`src/rtl/mem_ctrl.sv`:
```
// mem_ctrl: one-at-a-time load/store front end for a RAM with registered read data.
// Define MEM_CTRL_WRITE_VERIFY_EN to read back each store and flag a mismatch on rsp_error.
module mem_ctrl #(
   parameter int data_width = 16,
   parameter int addr_width = 8
) (
   input  logic                  clk,
   input  logic                  reset,
   input  logic                  req_valid,
   output logic                  req_ready,
   input  logic                  req_write,
   input  logic [addr_width-1:0] req_addr,
   input  logic [data_width-1:0] req_wdata,
   output logic                  rsp_valid,
   output logic [data_width-1:0] rsp_rdata,
   output logic                  rsp_error,
   output logic [addr_width-1:0] ram_read_address,
   output logic [addr_width-1:0] ram_write_address,
   output logic                  ram_write,
   output logic [data_width-1:0] ram_din,
   input  logic [data_width-1:0] ram_dout
);

   typedef enum logic [2:0] {
      IDLE    = 3'd0,
      RD_WAIT = 3'd1,
      RD_CAP  = 3'd2,
      WR      = 3'd3
`ifdef MEM_CTRL_WRITE_VERIFY_EN
      ,
      VF_WAIT = 3'd4,
      VF_CAP  = 3'd5
`endif
   } state_t;

   state_t                r_state;
   logic                  r_rsp_valid;
   logic [data_width-1:0] r_rsp_rdata;
   logic [addr_width-1:0] r_ram_read_address;
   logic [addr_width-1:0] r_ram_write_address;
   logic                  r_ram_write;
   logic [data_width-1:0] r_ram_din;
   logic                  w_accept;
`ifdef MEM_CTRL_WRITE_VERIFY_EN
   logic                  r_rsp_error;
`endif

   // Ready is combinational so the first edge after reset release can accept.
   assign req_ready         = (r_state == IDLE) && !reset;
   assign w_accept          = req_valid && req_ready;
   assign rsp_valid         = r_rsp_valid;
   assign rsp_rdata         = r_rsp_rdata;
   assign ram_read_address  = r_ram_read_address;
   assign ram_write_address = r_ram_write_address;
   assign ram_write         = r_ram_write;
   assign ram_din           = r_ram_din;
`ifdef MEM_CTRL_WRITE_VERIFY_EN
   assign rsp_error         = r_rsp_error;
`else
   assign rsp_error         = 1'b0;
`endif

   always_ff @(posedge clk or posedge reset) begin
      if (reset) begin
         r_state             <= IDLE;
         r_rsp_valid         <= 1'b0;
         r_rsp_rdata         <= '0;
         r_ram_read_address  <= '0;
         r_ram_write_address <= '0;
         r_ram_write         <= 1'b0;
         r_ram_din           <= '0;
`ifdef MEM_CTRL_WRITE_VERIFY_EN
         r_rsp_error         <= 1'b0;
`endif
      end else begin
         r_rsp_valid <= 1'b0;
         case (r_state)
            IDLE: begin
               if (w_accept) begin
                  r_ram_read_address <= req_addr;
                  if (req_write) begin
                     r_ram_write_address <= req_addr;
                     r_ram_din           <= req_wdata;
                     r_ram_write         <= 1'b1;
                     r_state             <= WR;
                  end else begin
                     r_state <= RD_WAIT;
                  end
               end
            end
            RD_WAIT: r_state <= RD_CAP;
            RD_CAP: begin
               r_rsp_rdata <= ram_dout;
               r_rsp_valid <= 1'b1;
`ifdef MEM_CTRL_WRITE_VERIFY_EN
               r_rsp_error <= 1'b0;
`endif
               r_state     <= IDLE;
            end
            WR: begin
               r_ram_write <= 1'b0;
`ifdef MEM_CTRL_WRITE_VERIFY_EN
               r_state     <= VF_WAIT;
`else
               r_rsp_valid <= 1'b1;
               r_state     <= IDLE;
`endif
            end
`ifdef MEM_CTRL_WRITE_VERIFY_EN
            // Read address still points at the stored word; ram_din keeps the written value.
            VF_WAIT: r_state <= VF_CAP;
            VF_CAP: begin
               r_rsp_rdata <= ram_dout;
               r_rsp_error <= (ram_dout != r_ram_din);
               r_rsp_valid <= 1'b1;
               r_state     <= IDLE;
            end
`endif
            default: r_state <= IDLE;
         endcase
      end
   end

endmodule

```
`config.mk`:
```
export PLATFORM = sky130hd
export DESIGN_NAME = mem_ctrl
export DESIGN_NICKNAME = d
export VERILOG_FILES = /design/src/rtl/mem_ctrl.sv
export SDC_FILE = /design/constraint.sdc
export NUM_CORES = 1
export LEC_CHECK = 0
export ABC_AREA = 1
export CAP_MARGIN = 30
export CORE_MARGIN = 2
export CORE_UTILIZATION = 43
export DETAILED_ROUTE_END_ITERATION = 12
export PLACE_DENSITY = 0.84
export SKIP_CTS_REPAIR_TIMING = 1
export SLEW_MARGIN = 40
export SYNTH_ARGS = -nofsm -noshare
export SYNTH_HDL_FRONTEND = slang
export SYNTH_SLANG_ARGS = --single-unit
```
`constraint.sdc`:
```
create_clock -name clk -period 2.8 [get_ports clk]
set_input_delay 0.42 -clock clk [delete_from_list [all_inputs] [get_ports clk]]
set_output_delay 0.42 -clock clk [all_outputs]
set_load 0.05 [all_outputs]
```
Word-level counts from Yosys, hierarchy flattened
Index checks and enable logic that the tools add are counted.

word-level totals
  input bits = 44
  output and inout port bits = 52
  register bits = 53

cells by class
  multiplexer cells = 7
  reduce and logical (&&, ||, !) cells = 9
  eq/ne operators = 5

operators by type and width
  operator                                                               count
  3-bit by 2-bit equality test with 1-bit output, second input constant  2
  3-bit case mux with 2 select lines                                     1
  3-bit AND reduction                                                    2
  2-bit inequality test, second input constant                           2
  3-bit by 1-bit equality test with 1-bit output, second input constant  1
  3-bit logical NOT                                                      1
  1-bit two-way mux                                                      3
  3-bit two-way mux                                                      1
  1-bit logical AND                                                      2
  2-bit two-way mux                                                      1
  1-bit case mux with 2 select lines                                     1
  2-bit AND reduction                                                    1
  2-bit nonzero test                                                     1
  2-bit OR reduction                                                     1
  1-bit logical NOT                                                      1

Longest topological paths before layout
Gate-level depths: netlist (run 1).

  depth in word-level cells = 5
  depth in mapped cells = 6

Least setup slack after synthesis (run 1)
No wires, ideal clock.

  kind = input to register
  start = input port reset
  end = register r_ram_din[11], in the netlist ram_din[11]
  path slack = 0.418 ns
  arrival time = 2.264 ns
  stages on the path = 5
  library setup time = 0.118 ns
  buffers on the path = 1
  path through = inv_1 > nand4_2 > clkbuf_1 > nand2_1 > nand2_1

between the ends
  cells in the longest elaborated chain, start to end = 4

ends and longest elaborated chain
  element                               RTL line  source
  start, declared                       8         input logic reset,
  1-bit logical NOT (no source line)    -
  1-bit logical AND                     49        assign req_ready = (r_state == IDLE) && !reset;
  1-bit logical AND                     50        assign w_accept = req_valid && req_ready;
  3-bit AND reduction (no source line)  -
  end signal, assigned                  83        r_ram_din <= req_wdata;
  end, declared                         42        logic [data_width-1:0] r_ram_din;

Every way passes these cells.
A chain may end at the register's enable or synchronous reset.

Worst setup path after layout (run 1)
  start = input port reset
  end = output port req_ready

between the ends
  cells in the longest elaborated chain, start to end = 2

ends and longest elaborated chain
  element                             RTL line  source
  1-bit logical NOT (no source line)  -
  1-bit logical AND                   49
  end, declared                       10        output logic req_ready,

Every way passes these cells.

==> results of run 1 <==
[metrics by stage]
step	hold WS (ns)	instances	util	power [mW]	cell area, um2
after floorplan	0.485	225	-	2.38	2020
after global placement	0.453	362	0.670	3.03	2980
after detailed placement	0.461	362	0.670	3.07	2980
after CTS	0.481	370	0.690	3.49	3070
after global routing	0.498	370	0.690	3.64	3070
final	0.478	370	0.690	3.46	3070
[Yosys cell counts, drive strengths merged]
master and number:
a21oi 1, buf 8, clkbuf 3, conb 1, dfrtp 52, inv 5
nand2 134, nand3 17, nand4 1, nor2 2, nor3 1
[cell type report]
| type | instances | area (um2) |
|---|---|---|
| fillers | 359 | 1380 |
| flip-flops and latches | 52 | 1300 |
| repair buffers | 96 | 956 |
| multi-input cells | 157 | 637 |
| clock buffers | 8 | 90.1 |
| well taps | 52 | 65.1 |
| inverters | 5 | 18.8 |
[routing by layer]
layer	vias to the layer above	GRT usage
met5	-	0
met4	0	0.0412
met3	2	0.0681
met2	77	0.325
met1	866	0.225
li1	870	-
[worst max-delay path, delay by kind of cell]
| family | cells | cell delay (ns) |
|---|---|---|
| buf+inv | 2 | 1.25 |
| simple gates | 1 | 0.14 |
[flip-flops by register name, indices dropped and copies added (netlist names)]
signal and flops:
r_state 2, ram_din 16, ram_write 1, ram_write_address 8, rsp_rdata 16, rsp_valid 1, ram_read_address 8
[kinds of logic (layout without fill, tap and decap cells)]
logic type / after synthesis / in the layout / share of synthesized area
simple gates: 155 / 155 / 0.312
buf+inv: 16 / 109 / 0.0385
flops: 52 / 52 / 0.646
compound gates: 1 / 1 / 0.00248
other cells: 1 / 1 / 0.00186
[path summary, 6_finish.rpt]
kind                                            from                         endpoint  slack (ns)  cells after the start
setup / recovery                               reset                        req_ready        0.56                      3
hold / removal             rsp_rdata[15]$_DFFE_PP0N_        rsp_rdata[15]$_DFFE_PP0N_        0.48                      2
setup reg to reg              r_state[1]$_DFFE_PP0P_           ram_din[8]$_DFFE_PP0P_        0.95                      6
hold reg to reg            rsp_rdata[15]$_DFFE_PP0N_        rsp_rdata[15]$_DFFE_PP0N_        0.48                      2
max in group asynchronous                      reset           ram_din[4]$_DFFE_PP0P_        1.67                      3
min in group asynchronous                      reset  ram_read_address[6]$_DFFE_PP0P_        0.70                      3
[power by group]
group | leakage [nW] | internal [mW] | switching [mW]
sequential | 0.648 | 1.01 | 0.146
clock | 0.0455 | 0.202 | 0.218
combinational | 0.836 | 0.604 | 1.28
total | 1.53 | 1.82 | 1.65
==> out/metrics.cfg, run 1 <==
[status]
outcome = finished clean

[drt]
via_per_inst = 4.91
dr_wl_met3_um = 430
wl_um = 4880
firstDrtPassIters = 4
wl_per_cell_um = 13.2
dr_wl_met2_um = 2290
top_layer = met4
m1WireLength_um = 2150
vias = 1815
ant_nets = 0
drc = 0
drt_iter0_markers = 88

[layout]
layout_commonest_cell = nand2_1
area_growth_pct = 52.2
layout-drive-gt1-share = 0.0472
nNetsFinal = 361
mostFrequentLayoutCells = nand2_1 (134), clkdlybuf4s50_1 (94), dfrtp_1 (52)
n_antenna_cell = 0

[clock_network]
clk_pin_slew_ns = 0.08
clk_latency_ns = 0.29
cts_tree = done
cts_made_buffers = 5
clockRootBuffer = clkbuf_8
clk_path_buf_depth = 2
cts_max_level = 2
cts_sinks = 52

[floorplanning]
die_area_um2 = 5250
core_um2 = 4440
fp.dieW_um = 72.5
initial_core_util = 0.454
die_h_um = 72.5
rows = 24
io_pins = 96

[grt]
grt_pass1_vias = 1762
grt_overflow = 0
grt_pass1_wl_um = 7760
grt_max_degree = 53
grt_usage = 0.187
antenna_found_initial = 0

[timing]
slew_headroom = 0.549
timing.final.max_slew_violations = 0
worst_clock_skew_ns = 0.00286
max_freq_ghz = 0.447
tightest_slew_ns = 0.675
fin_ws_ns = 0.564
setup_viol = 0
rsz0062_at_grt = no
min_period_ns = 2.24
hold_viol = 0
fin_crit_sh = 0.799
fin_setup_tns_ns = 0

[worst_setup_path]
cpMostUsedCell = clkdlybuf4s50_1
worst_ep_arrival_time_ns = 1.82
cp_cell_sequence = clkdlybuf4s50_1 -> nor3_1 -> clkdlybuf4s50_1
worstPathRequired_ns = 2.38
crit_path_start_kind = input port
critical_path.max_fanout = 2
slowest_stage = clkdlybuf4s50_1
critPathKind = in2out
end_kind = output port
cp_slowest_stage_delay_ns = 0.82

[yosys]
synth_nets = 269
synth_cell_types = 15
syn_avg_cell_area_um2 = 8.96
synth_seq_area_share = 0.646
yosysTopAreaCellShare = 0.646
synthTopCellsByArea = dfrtp_1 (65%), nand2_1 (25%), nand3_1 (4.0%), buf_2 (1.2%), buf_4 (1.1%)
ys_warn_count = 0
ys_ff_latch = 52
yosysTopAreaCell = dfrtp_1
synth_area_um2 = 2020
synth_cells = 225

[place]
io_buffers = 94
gp_congestion = 0.739
post-place-ws_ns = 0.570
hpwl_um = 3410

[worst_hold_path]
min_path_type = reg2reg

[power_and_ir_drop]
ir_drop_mv = 0.604
p_per_area_nw_per_um2 = 1130
p_leak_nw = 1.53

[job]
maxCapViolCount = 0

Power figures use the tool's default switching activity.
==> run 2, diff against run 1 <==
--- a/config.mk
+++ b/config.mk
@@ -8,9 +8,9 @@
 export ABC_AREA = 1
 export CAP_MARGIN = 30
 export CORE_MARGIN = 2
-export CORE_UTILIZATION = 43
+export CORE_UTILIZATION = 40
 export DETAILED_ROUTE_END_ITERATION = 12
-export PLACE_DENSITY = 0.84
+export PLACE_DENSITY = 0.79
 export SKIP_CTS_REPAIR_TIMING = 1
 export SLEW_MARGIN = 40
 export SYNTH_ARGS = -nofsm -noshare
==> constraint.sdc (replaced) <==
create_clock -name clk -period 2.3 [get_ports clk]
set_input_delay 0.345 -clock clk [delete_from_list [all_inputs] [get_ports clk]]
set_output_delay 0.345 -clock clk [all_outputs]
set_load 0.05 [all_outputs]
==> run 2 against run 1 <==
  * Via count decreased by 1.8%
  * Die area increased by 7.1%
  * Global-route usage decreased by 0.51 points
  * First-iteration DRC count decreased by 30%
  * Clock skew increased by 0.0020 ns
  * Sequential share of layout area decreased by 0.41 points
  * Critical path type is now reg2out
  * Routed wire length decreased by 0.57%
  * Non-clock buffer count increased by 1
  * Setup slack got worse by 0.10 ns
  * Register-to-register slack got worse by 0.30 ns
==> out/metrics.cfg, run 2 (synthesized netlist as in run 1, its figures left out) <==
[status]
outcome = finished clean

[worst_setup_path]
cp_cell_sequence = clkdlybuf4s50_1
reg2reg_depth = 5
worst_ep_arrival_time_ns = 1.49
regToRegSetupSlack_ns = 0.65
critical_path.max_fanout = 2
end_kind = output port
cp_slowest_stage_delay_ns = 0.81
crit_path_start_kind = flip-flop
cp_num_buf_inv = 1
r2r-end = ram_din[4]$_DFFE_PP0P_
timing.rr.start = r_state[0]$_DFFE_PP0P_
crit_family = buffers and inverters
worstPathRequired_ns = 1.96
slowest_stage = clkdlybuf4s50_1
critPathKind = reg2out

[clock_network]
cts_tree = done
clk_pin_slew_ns = 0.09
clk_latency_ns = 0.30
cts_sinks = 52
cts_made_buffers = 5
clk_path_buf_depth = 2
cts_max_level = 2
clockRootBuffer = clkbuf_8

[timing]
min_period_ns = 1.84
slew_headroom = 0.562
tightest_slew_ns = 0.655
fin_setup_tns_ns = 0
hold_viol = 0
worst_clock_skew_ns = 0.00485
fin_crit_sh = 0.799
timing.final.max_slew_violations = 0
max_freq_ghz = 0.544
setup_viol = 0
rsz0062_at_grt = no

[drt]
via_per_inst = 4.62
drc = 0
firstDrtPassIters = 4
drt_iter0_markers = 62
wl_per_cell_um = 12.6
ant_nets = 0
wl_um = 4850
vias = 1783

[layout]
stdcell_count = 386
layout-drive-gt1-share = 0.0596
area_growth_pct = 53.7
num-fill-cells = 421
seqCellArea_um2 = 1300
n_antenna_cell = 0
layout_commonest_cell = nand2_1
fin_area_um2 = 3100
nNetsFinal = 362
mostFrequentLayoutCells = nand2_1 (134), clkdlybuf4s50_1 (93), dfrtp_1 (52)
multi_input_area_um2 = 637

[place]
hpwl_um = 3490
io_buffers = 94
detailed_place.area_um2 = 3010
gp_congestion = 0.730
placed_cells = 378

[worst_hold_path]
min_path_cells = 2
worstHoldEndpoint = rsp_rdata[9]$_DFFE_PP0N_
min_from = rsp_rdata[9]$_DFFE_PP0N_
min_path_type = reg2reg

[job]
maxCapViolCount = 0

[floorplanning]
die_h_um = 75.0
io_pins = 96
die_area_um2 = 5620
core_um2 = 4790
initial_core_util = 0.421
fp.dieW_um = 75.0
rows = 25

[grt]
grt_overflow = 0
grt_pass1_wl_um = 7720
grt_pass1_vias = 1771
grt_max_degree = 27
antenna_found_initial = 0
grt_usage = 0.182

[power_and_ir_drop]
p_leak_nw = 1.54
ir_drop_mv = 0.641
p_per_area_nw_per_um2 = 1360

[run 2: how the worst max path moves through the flow]
stage / startpoint / end / cells after the start
2_1_floorplan: r_state[1]$_DFFE_PP0P_ / req_ready / 3
3_3_place_gp: reset / ram_write_address[5]$_DFFE_PP0P_ / 6
3_5_place_dp: reset / ram_din[4]$_DFFE_PP0P_ / 6
4_1_cts: ram_write_address[7]$_DFFE_PP0P_ / ram_write_address[7] / 1
5_1_grt: ram_write_address[7]$_DFFE_PP0P_ / ram_write_address[7] / 1
6_report: ram_write_address[1]$_DFFE_PP0P_ / ram_write_address[1] / 1
[run 2: layout make-up]
| type | count | area share |
|---|---|---|
| clock buffers | 6 | 0.0267 |
| clock inverters | 2 | 0.00323 |
| inverters | 5 | 0.00727 |
| multi-input cells | 157 | 0.206 |
| flip-flops and latches | 52 | 0.420 |
| well taps | 67 | 0.0271 |
| repair buffers | 97 | 0.310 |
[run 2: stage by stage]
stage               utilization  setup WS (ns)  power, mW  hold WS, ns
floorplan                     -          0.127       2.90        0.416
finish                    0.647          0.462       4.22        0.477
global placement          0.628          0.371       3.70        0.454
global route              0.647          0.390       4.45        0.502
detailed placement        0.628          0.308       3.72        0.458
CTS                       0.647          0.441       4.27        0.480
[run 2: power breakdown]
part,switching (mW),leakage [nW],internal [mW]
Combinational,1.55,0.838,0.736
Clock,0.287,0.0510,0.241
Sequential,0.174,0.648,1.23
Total,2.01,1.54,2.21
[run 2: routing by layer]
| layer | share of wire | GRT usage | vias up | wire length, um |
|---|---|---|---|---|
| met5 | 0 | 0 | - | 0 |
| met4 | 0.014 | 0.0734 | 0 | 69 |
| met3 | 0.085 | 0.0522 | 7 | 411 |
| met2 | 0.46 | 0.320 | 74 | 2220 |
| met1 | 0.44 | 0.209 | 830 | 2150 |
| li1 | - | - | 872 | - |
